$ cat src/rtl/id_ex_latch.sv
// id_ex_latch: decode->execute pipeline register of the 5-stage MIPS pipeline.
// Captures decoded controls, operands, immediates and register IDs on enabled
// cycles, holds on stall, loads an all-zero bubble on flush, and freezes once
// a valid halt instruction has been captured.
// Optional feature macro: ID_EX_BUBBLE_CNT_EN adds a saturating count of
// flush-inserted bubbles on bubble_cnt_o; without it the port is tied to 0.
module id_ex_latch #(
    parameter int WORD_W = 32,
    parameter int REG_W  = 5,
    parameter int CTRL_W = 12,
    parameter int CNT_W  = 16
) (
    input  logic                 CLK,
    input  logic                 nRST,
    input  logic                 en,
    input  logic                 flush,
    input  logic [WORD_W-1:0]    nPC_i,
    input  logic [WORD_W-1:0]    instr_i,
    input  logic [WORD_W-1:0]    rdat1_i,
    input  logic [WORD_W-1:0]    rdat2_i,
    input  logic [WORD_W-1:0]    imm_i,
    input  logic [WORD_W-1:0]    lui_i,
    input  logic [4:0]           shamt_i,
    input  logic [3*REG_W-1:0]   regs_i,
    input  logic [CTRL_W-1:0]    ctrl_i,
    output logic [WORD_W-1:0]    nPC_o,
    output logic [WORD_W-1:0]    instr_o,
    output logic [WORD_W-1:0]    rdat1_o,
    output logic [WORD_W-1:0]    rdat2_o,
    output logic [WORD_W-1:0]    imm_o,
    output logic [WORD_W-1:0]    lui_o,
    output logic [4:0]           shamt_o,
    output logic [3*REG_W-1:0]   regs_o,
    output logic [CTRL_W-1:0]    ctrl_o,
    output logic                 valid_o,
    output logic                 halt_o,
    output logic [CNT_W-1:0]     bubble_cnt_o
);

    logic [WORD_W-1:0]  npc_q,   npc_d;
    logic [WORD_W-1:0]  instr_q, instr_d;
    logic [WORD_W-1:0]  rdat1_q, rdat1_d;
    logic [WORD_W-1:0]  rdat2_q, rdat2_d;
    logic [WORD_W-1:0]  imm_q,   imm_d;
    logic [WORD_W-1:0]  lui_q,   lui_d;
    logic [4:0]         shamt_q, shamt_d;
    logic [3*REG_W-1:0] regs_q,  regs_d;
    logic [CTRL_W-1:0]  ctrl_q,  ctrl_d;
    logic               valid_q, valid_d;
    logic               halt_q,  halt_d;
    logic               bubble_load;

    // Next-state selection: frozen > flush > en > hold.
    always_comb begin
        npc_d       = npc_q;
        instr_d     = instr_q;
        rdat1_d     = rdat1_q;
        rdat2_d     = rdat2_q;
        imm_d       = imm_q;
        lui_d       = lui_q;
        shamt_d     = shamt_q;
        regs_d      = regs_q;
        ctrl_d      = ctrl_q;
        valid_d     = valid_q;
        halt_d      = halt_q;
        bubble_load = 1'b0;
        if (!halt_q) begin
            if (flush) begin
                // All-zero bubble: ctrl 0 disables writes/memory, instr 0 is sll $0.
                npc_d       = '0;
                instr_d     = '0;
                rdat1_d     = '0;
                rdat2_d     = '0;
                imm_d       = '0;
                lui_d       = '0;
                shamt_d     = '0;
                regs_d      = '0;
                ctrl_d      = '0;
                valid_d     = 1'b0;
                bubble_load = 1'b1;
            end else if (en) begin
                npc_d   = nPC_i;
                instr_d = instr_i;
                rdat1_d = rdat1_i;
                rdat2_d = rdat2_i;
                imm_d   = imm_i;
                lui_d   = lui_i;
                shamt_d = shamt_i;
                regs_d  = regs_i;
                ctrl_d  = ctrl_i;
                valid_d = 1'b1;
                halt_d  = ctrl_i[0];
            end
        end
    end

    // Pipeline register state with asynchronous clear to a bubble.
    always_ff @(posedge CLK or negedge nRST) begin
        if (!nRST) begin
            npc_q   <= '0;
            instr_q <= '0;
            rdat1_q <= '0;
            rdat2_q <= '0;
            imm_q   <= '0;
            lui_q   <= '0;
            shamt_q <= '0;
            regs_q  <= '0;
            ctrl_q  <= '0;
            valid_q <= 1'b0;
            halt_q  <= 1'b0;
        end else begin
            npc_q   <= npc_d;
            instr_q <= instr_d;
            rdat1_q <= rdat1_d;
            rdat2_q <= rdat2_d;
            imm_q   <= imm_d;
            lui_q   <= lui_d;
            shamt_q <= shamt_d;
            regs_q  <= regs_d;
            ctrl_q  <= ctrl_d;
            valid_q <= valid_d;
            halt_q  <= halt_d;
        end
    end

`ifdef ID_EX_BUBBLE_CNT_EN
    logic [CNT_W-1:0] cnt_q, cnt_d;

    function automatic logic [CNT_W-1:0] sat_inc(input logic [CNT_W-1:0] v);
        return (&v) ? v : v + 1'b1;
    endfunction

    // Saturating bubble count, advanced only on flush-loaded bubbles.
    always_comb begin
        cnt_d = cnt_q;
        if (bubble_load) cnt_d = sat_inc(cnt_q);
    end

    // Bubble counter register, cleared only by reset.
    always_ff @(posedge CLK or negedge nRST) begin
        if (!nRST) cnt_q <= '0;
        else       cnt_q <= cnt_d;
    end

    assign bubble_cnt_o = cnt_q;
`else
    logic unused_bubble;
    assign unused_bubble = bubble_load;
    assign bubble_cnt_o  = '0;
`endif

    assign nPC_o   = npc_q;
    assign instr_o = instr_q;
    assign rdat1_o = rdat1_q;
    assign rdat2_o = rdat2_q;
    assign imm_o   = imm_q;
    assign lui_o   = lui_q;
    assign shamt_o = shamt_q;
    assign regs_o  = regs_q;
    assign ctrl_o  = ctrl_q;
    assign valid_o = valid_q;
    assign halt_o  = halt_q;

endmodule

$ cat config.mk
export PLATFORM = sky130hd
export DESIGN_NAME = id_ex_latch
export DESIGN_NICKNAME = d
export VERILOG_FILES = /design/src/rtl/id_ex_latch.sv
export SDC_FILE = /design/constraint.sdc
export NUM_CORES = 1
export LEC_CHECK = 0
export ABC_AREA = 0
export BUFFER_PORTS_ARGS = -buffer_cell sky130_fd_sc_hd__buf_2
export CORE_MARGIN = 8
export CORE_UTILIZATION = 34
export CTS_BUF_LIST = sky130_fd_sc_hd__clkbuf_8
export CTS_CLUSTER_DIAMETER = 200
export DETAILED_ROUTE_END_ITERATION = 12
export GPL_ROUTABILITY_DRIVEN = 0
export HOLD_SLACK_MARGIN = 0.1
export PLACE_DENSITY = 0.57
export SETUP_SLACK_MARGIN = 0.4
export SLEW_MARGIN = 5
export SYNTH_ARGS = -nofsm -noshare
export SYNTH_HDL_FRONTEND = slang
export SYNTH_SLANG_ARGS = --single-unit
$ cat constraint.sdc
create_clock -name CLK -period 2 [get_ports CLK]
set_input_delay 0.2 -clock CLK [delete_from_list [all_inputs] [get_ports CLK]]
set_output_delay 0.2 -clock CLK [all_outputs]
set_load 0.01 [all_outputs]
* Word level (Yosys, flattened, before mapping)
Index checks and enable logic that the tools add are counted.
** Word-level totals
- Register bits after elaboration :: 226
- Word-level logic and storage cells :: 37
** Cells by class
- Bitwise gates (word level) :: 1
- Reductions and logical operators :: 2
- Muxes and demuxes :: 23
** Operators by type and width (count)
- 2-to-1 mux 32 bit :: 12
- 2-to-1 mux 15 bit :: 2
- 2-to-1 mux 12 bit :: 2
- 2-to-1 mux 5 bit :: 2
- 2-to-1 mux 1 bit :: 5
- AND reduction 2 bit :: 1
- nonzero test 2 bit :: 1
- NOT 1 bit :: 1

* Depth between registers and ports, before layout
- Word-level depth :: 3
- Mapped depth :: 6
- Gate-level depth less buffers :: 2

* Worst setup path before layout
OpenSTA, ideal clock, no wires.
- Path type :: flip-flop to flip-flop
- Start :: register halt_q (netlist: halt_o)
- End :: register lui_q[10] (netlist: lui_o[10])
- Data required time :: 1.852 ns
- Arrival :: 1.163 ns
- Buffers on the path :: 4
- Path slack :: 0.689 ns
- Cell stages (with the launch flop) :: 7
- Period minus slack after synthesis :: 1.311 ns
- Path through :: dfrtp_1 buf_2 buf_4 buf_2 buf_2 nand2_1 o221ai_2
** On the way
- Cells in the longest elaborated chain, start to end :: 2
** RTL lines
- start: declaration :: line 50 : logic halt_q, halt_d;
- start signal: assignment :: line 122 : halt_q <= halt_d;
- NOT 1 bit (no line)
- AND reduction 2 bit (no line)
- end signal: assignment :: line 117 : lui_q <= lui_d;
- end: declaration :: line 45 : logic [WORD_W-1:0] lui_q, lui_d;
Every way passes these cells.
A chain may end at the register's enable or synchronous reset.

* Final worst setup path
- Start :: register halt_q (netlist: halt_o)
- End :: output port halt_o
** RTL lines
- end: declaration :: line 36 : output logic halt_o,
No word-level cell between the ends.

==> results.py <==
metrics = {
    "layout": {
        "fin_util": 0.507,
        "final_cell_area_um2": 18900,
        "fin_cells": 2458,
        "n_antenna_cell": 0,
        "drive_above_1_share": 0.372,
        "final_nets": 2141,
        "fillers": 3360,
        "area_growth_pct": 47.7,
    },
    "global_routing": {
        "grt_pass1_wl_mm": 71.8,
        "grt_pass1_vias": 12700,
        "grt_overflow_total": 0,
        "antenna_found_initial": 0,
        "grt_usage": 0.199,
        "grt_max_degree": 126,
    },
    "logic_synthesis": {
        "synth_top_cell_area_share": 0.441,
        "synth_most_common_cell": "dfrtp_1",
        "syn-instance-count": 1260,
        "synth_common_cells": "dfrtp_1, inv_1, nand2_1",
        "yosys.area.top_type": "dfrtp_1",
        "synth-seq-cells": 226,
        "ys_seq_area_frac": 0.441,
        "synth_cell_types": 21,
        "synth_edf_count": 0,
        "synth-async-reset-ratio": 1.00,
        "synthFlopType": "dfrtp_1",
        "postSynthAreaPerCell_um2": 10.2,
        "ys.warnings.count": 0,
        "syn_area_um2": 12800,
        "yosys-top-cells-area": "dfrtp_1, o221ai_2, nand3b_1",
    },
    "min_path": {
        "hp-class": "in -> async",
    },
    "floorplan": {
        "start_util": 0.343,
        "die_y_um": 210,
        "core_um2": 37400,
        "die-area_um2": 44200,
        "num_rows": 71,
        "dieWidth_um": 210,
        "ios": 470,
    },
    "critical_path": {
        "r2r_slack_ns": 0.47,
        "required_ns": 1.80,
        "worstPathMaxFanout": 3,
        "crit_arrival_ns": 1.34,
        "critPathTopFamily": "flip-flops",
        "cp_slowest_cell": "dfrtp_4",
        "reg2reg_to": "rdat1_o[6]$_DFFE_PN0P_",
        "slowest_delay_ns": 0.51,
        "crit_path_end_kind": "output pin",
        "critPathKind": "reg -> out",
        "path_cells": "buf_12 > buf_6",
        "critPathLaunchType": "flip-flop",
        "ff2ff_path_depth": 5,
        "cp_num_buf_inv": 2,
        "crit-reg2reg-launch": "halt_o$_DFF_PN0_",
    },
    "drt": {
        "wl_mm": 45.1,
        "vias_per_cell": 4.90,
        "drt_pass1_iterations": 5,
        "drtAntennaViolNets": 0,
        "drtIter0Drc": 720,
        "drc": 0,
        "vias": 12000,
        "post_drt_wl_per_cell_um": 18.3,
    },
    "cts": {
        "cts_max_level": 2,
        "cts_tree": "yes",
        "cts_buffer_depth": 3,
        "clockRootBuffer": "clkbuf_8",
        "path_clk_slew_ns": 0.06,
        "cts_buffers": 44,
        "cts_sinks": 226,
        "clk_latency_ns": 0.58,
    },
    "pwr": {
        "p_per_area_nw_per_um2": 545,
        "p_leak_nw": 9.63,
        "irDropWorstVdd_uv": 496,
    },
    "sta": {
        "maxSlewViolCount": 0,
        "tns_ns": 0,
        "fin_skew_ns": 0.0136,
        "fin_crit_sh": 0.771,
        "period_needed_ns": 1.54,
        "fmax_mhz": 649,
        "setup_viol": 0,
        "max_slew_margin": 0.480,
        "rsz0062_at_grt": "true",
        "tightestPinTransition_ns": 0.779,
        "final_hold_viol_count": 0,
    },
    "place": {
        "portBuffers": 453,
        "dp_hpwl_mm": 29.1,
        "dpl_cell_area_um2": 15700,
        "dp_cells": 2143,
    },
    "outcome": {
        "status": "finished clean",
    },
    "run": {
        "drv_cap": 0,
    },
}
-- power breakdown --
group | switching [mW] | internal (mW) | total, mW
clock network | 2.08 | 2.55 | 4.63
logic | 0.589 | 0.537 | 1.13
registers | 0.000645 | 4.58 | 4.58
total | 2.67 | 7.67 | 10.3
-- registers in the layout, indices dropped and copies added (netlist names) --
name and flops:
rdat2_o 32, halt_o 1, lui_o 32, regs_o 15, imm_o 32, instr_o 32, rdat1_o 32, shamt_o 5
nPC_o 32, ctrl_o 12, valid_o 1
-- area by class of cell --
class	instances	area [um2]	share of cell area
sequential	226	5660	0.299
multi-input combinational	695	5620	0.297
timing repair buffer	731	5340	0.282
inverter	215	807	0.0426
clock buffer	54	743	0.0392
tap	511	639	0.0338
clock inverter	26	133	0.00700
-- what timing repair did --
action	4_1_cts	5_1_grt
setup buffers	5	0
hold endpoints to repair	451	0
hold buffers	228	0
endpoints found under the setup margin	1	101
gates resized for setup	1	2
gates cloned	2	0
pin swaps	0	3
-- worst register-to-register path: stages (launching register included) --
cell and delay (ns):
dfrtp_4 0.51, buf_6 0.18, buf_12 0.17, buf_12 0.18, nand3b_1 0.20, o221ai_2 0.20
-- how the worst max path moves through the flow --
stage                         endpoint  slack [ns]             start  cells after the start
4_1_cts        rdat2_o[13]$_DFFE_PN0P_        0.40  halt_o$_DFF_PN0_                      5
6_report                        halt_o        0.46  halt_o$_DFF_PN0_                      2
2_1_floorplan    lui_o[10]$_DFFE_PN0P_        0.69  halt_o$_DFF_PN0_                      6
5_1_grt                         halt_o        0.39  halt_o$_DFF_PN0_                      2
3_3_place_gp     imm_o[13]$_DFFE_PN0P_        0.47             flush                      5
3_5_place_dp      lui_o[0]$_DFFE_PN0P_        0.46             flush                      5
-- per-layer routing --
| metal | GRT usage | share of wire | vias up |
|---|---|---|---|
| met1 | 0.243 | 0.41 | 5783 |
| met3 | 0.0566 | 0.071 | 127 |
| met2 | 0.317 | 0.47 | 452 |
| met4 | 0.106 | 0.048 | 0 |
| met5 | 0 | 0 | - |
| li1 | - | - | 5678 |
-- placed cells by master (no fill, tap or decap), types with 2 or more instances in the layout --
master,netlist,final
clkbuf_8,0,54
clkinvlp_4,0,2
nand2_1,215,215
o221ai_2,160,161
bufbuf_16,0,2
and2_0,3,3
buf_4,19,20
buf_8,0,2
and2_1,7,7
o221ai_1,54,53
dlygate4sd3_1,0,228
buf_2,59,449
a221o_1,10,10
conb_1,1,16
buf_6,18,4
dfrtp_1,226,225
nor2b_1,12,12
nand3b_1,214,214
buf_12,0,26
inv_1,215,237
-- through the flow --
stage / hold slack [ns] / worst slack [ns] / total power, mW
5_1_grt: 0.108 / 0.392 / 10.8
4_1_cts: 0.0877 / 0.395 / 10.5
6_report: 0.125 / 0.458 / 10.3
3_3_place_gp: 0.153 / 0.474 / 5.43
3_5_place_dp: 0.153 / 0.465 / 5.43
2_1_floorplan: -0.0956 / 0.689 / 4.97
-- kinds of logic (layout without fill, tap and decap cells) --
group | after synthesis | in the layout | synth area share
flops | 226 | 226 | 0.441
compound gates | 226 | 226 | 0.233
buf+inv | 354 | 1026 | 0.126
other cells | 1 | 16 | 0.000292
simple gates | 453 | 453 | 0.200
No activity file was read; power rests on OpenSTA's default activity.
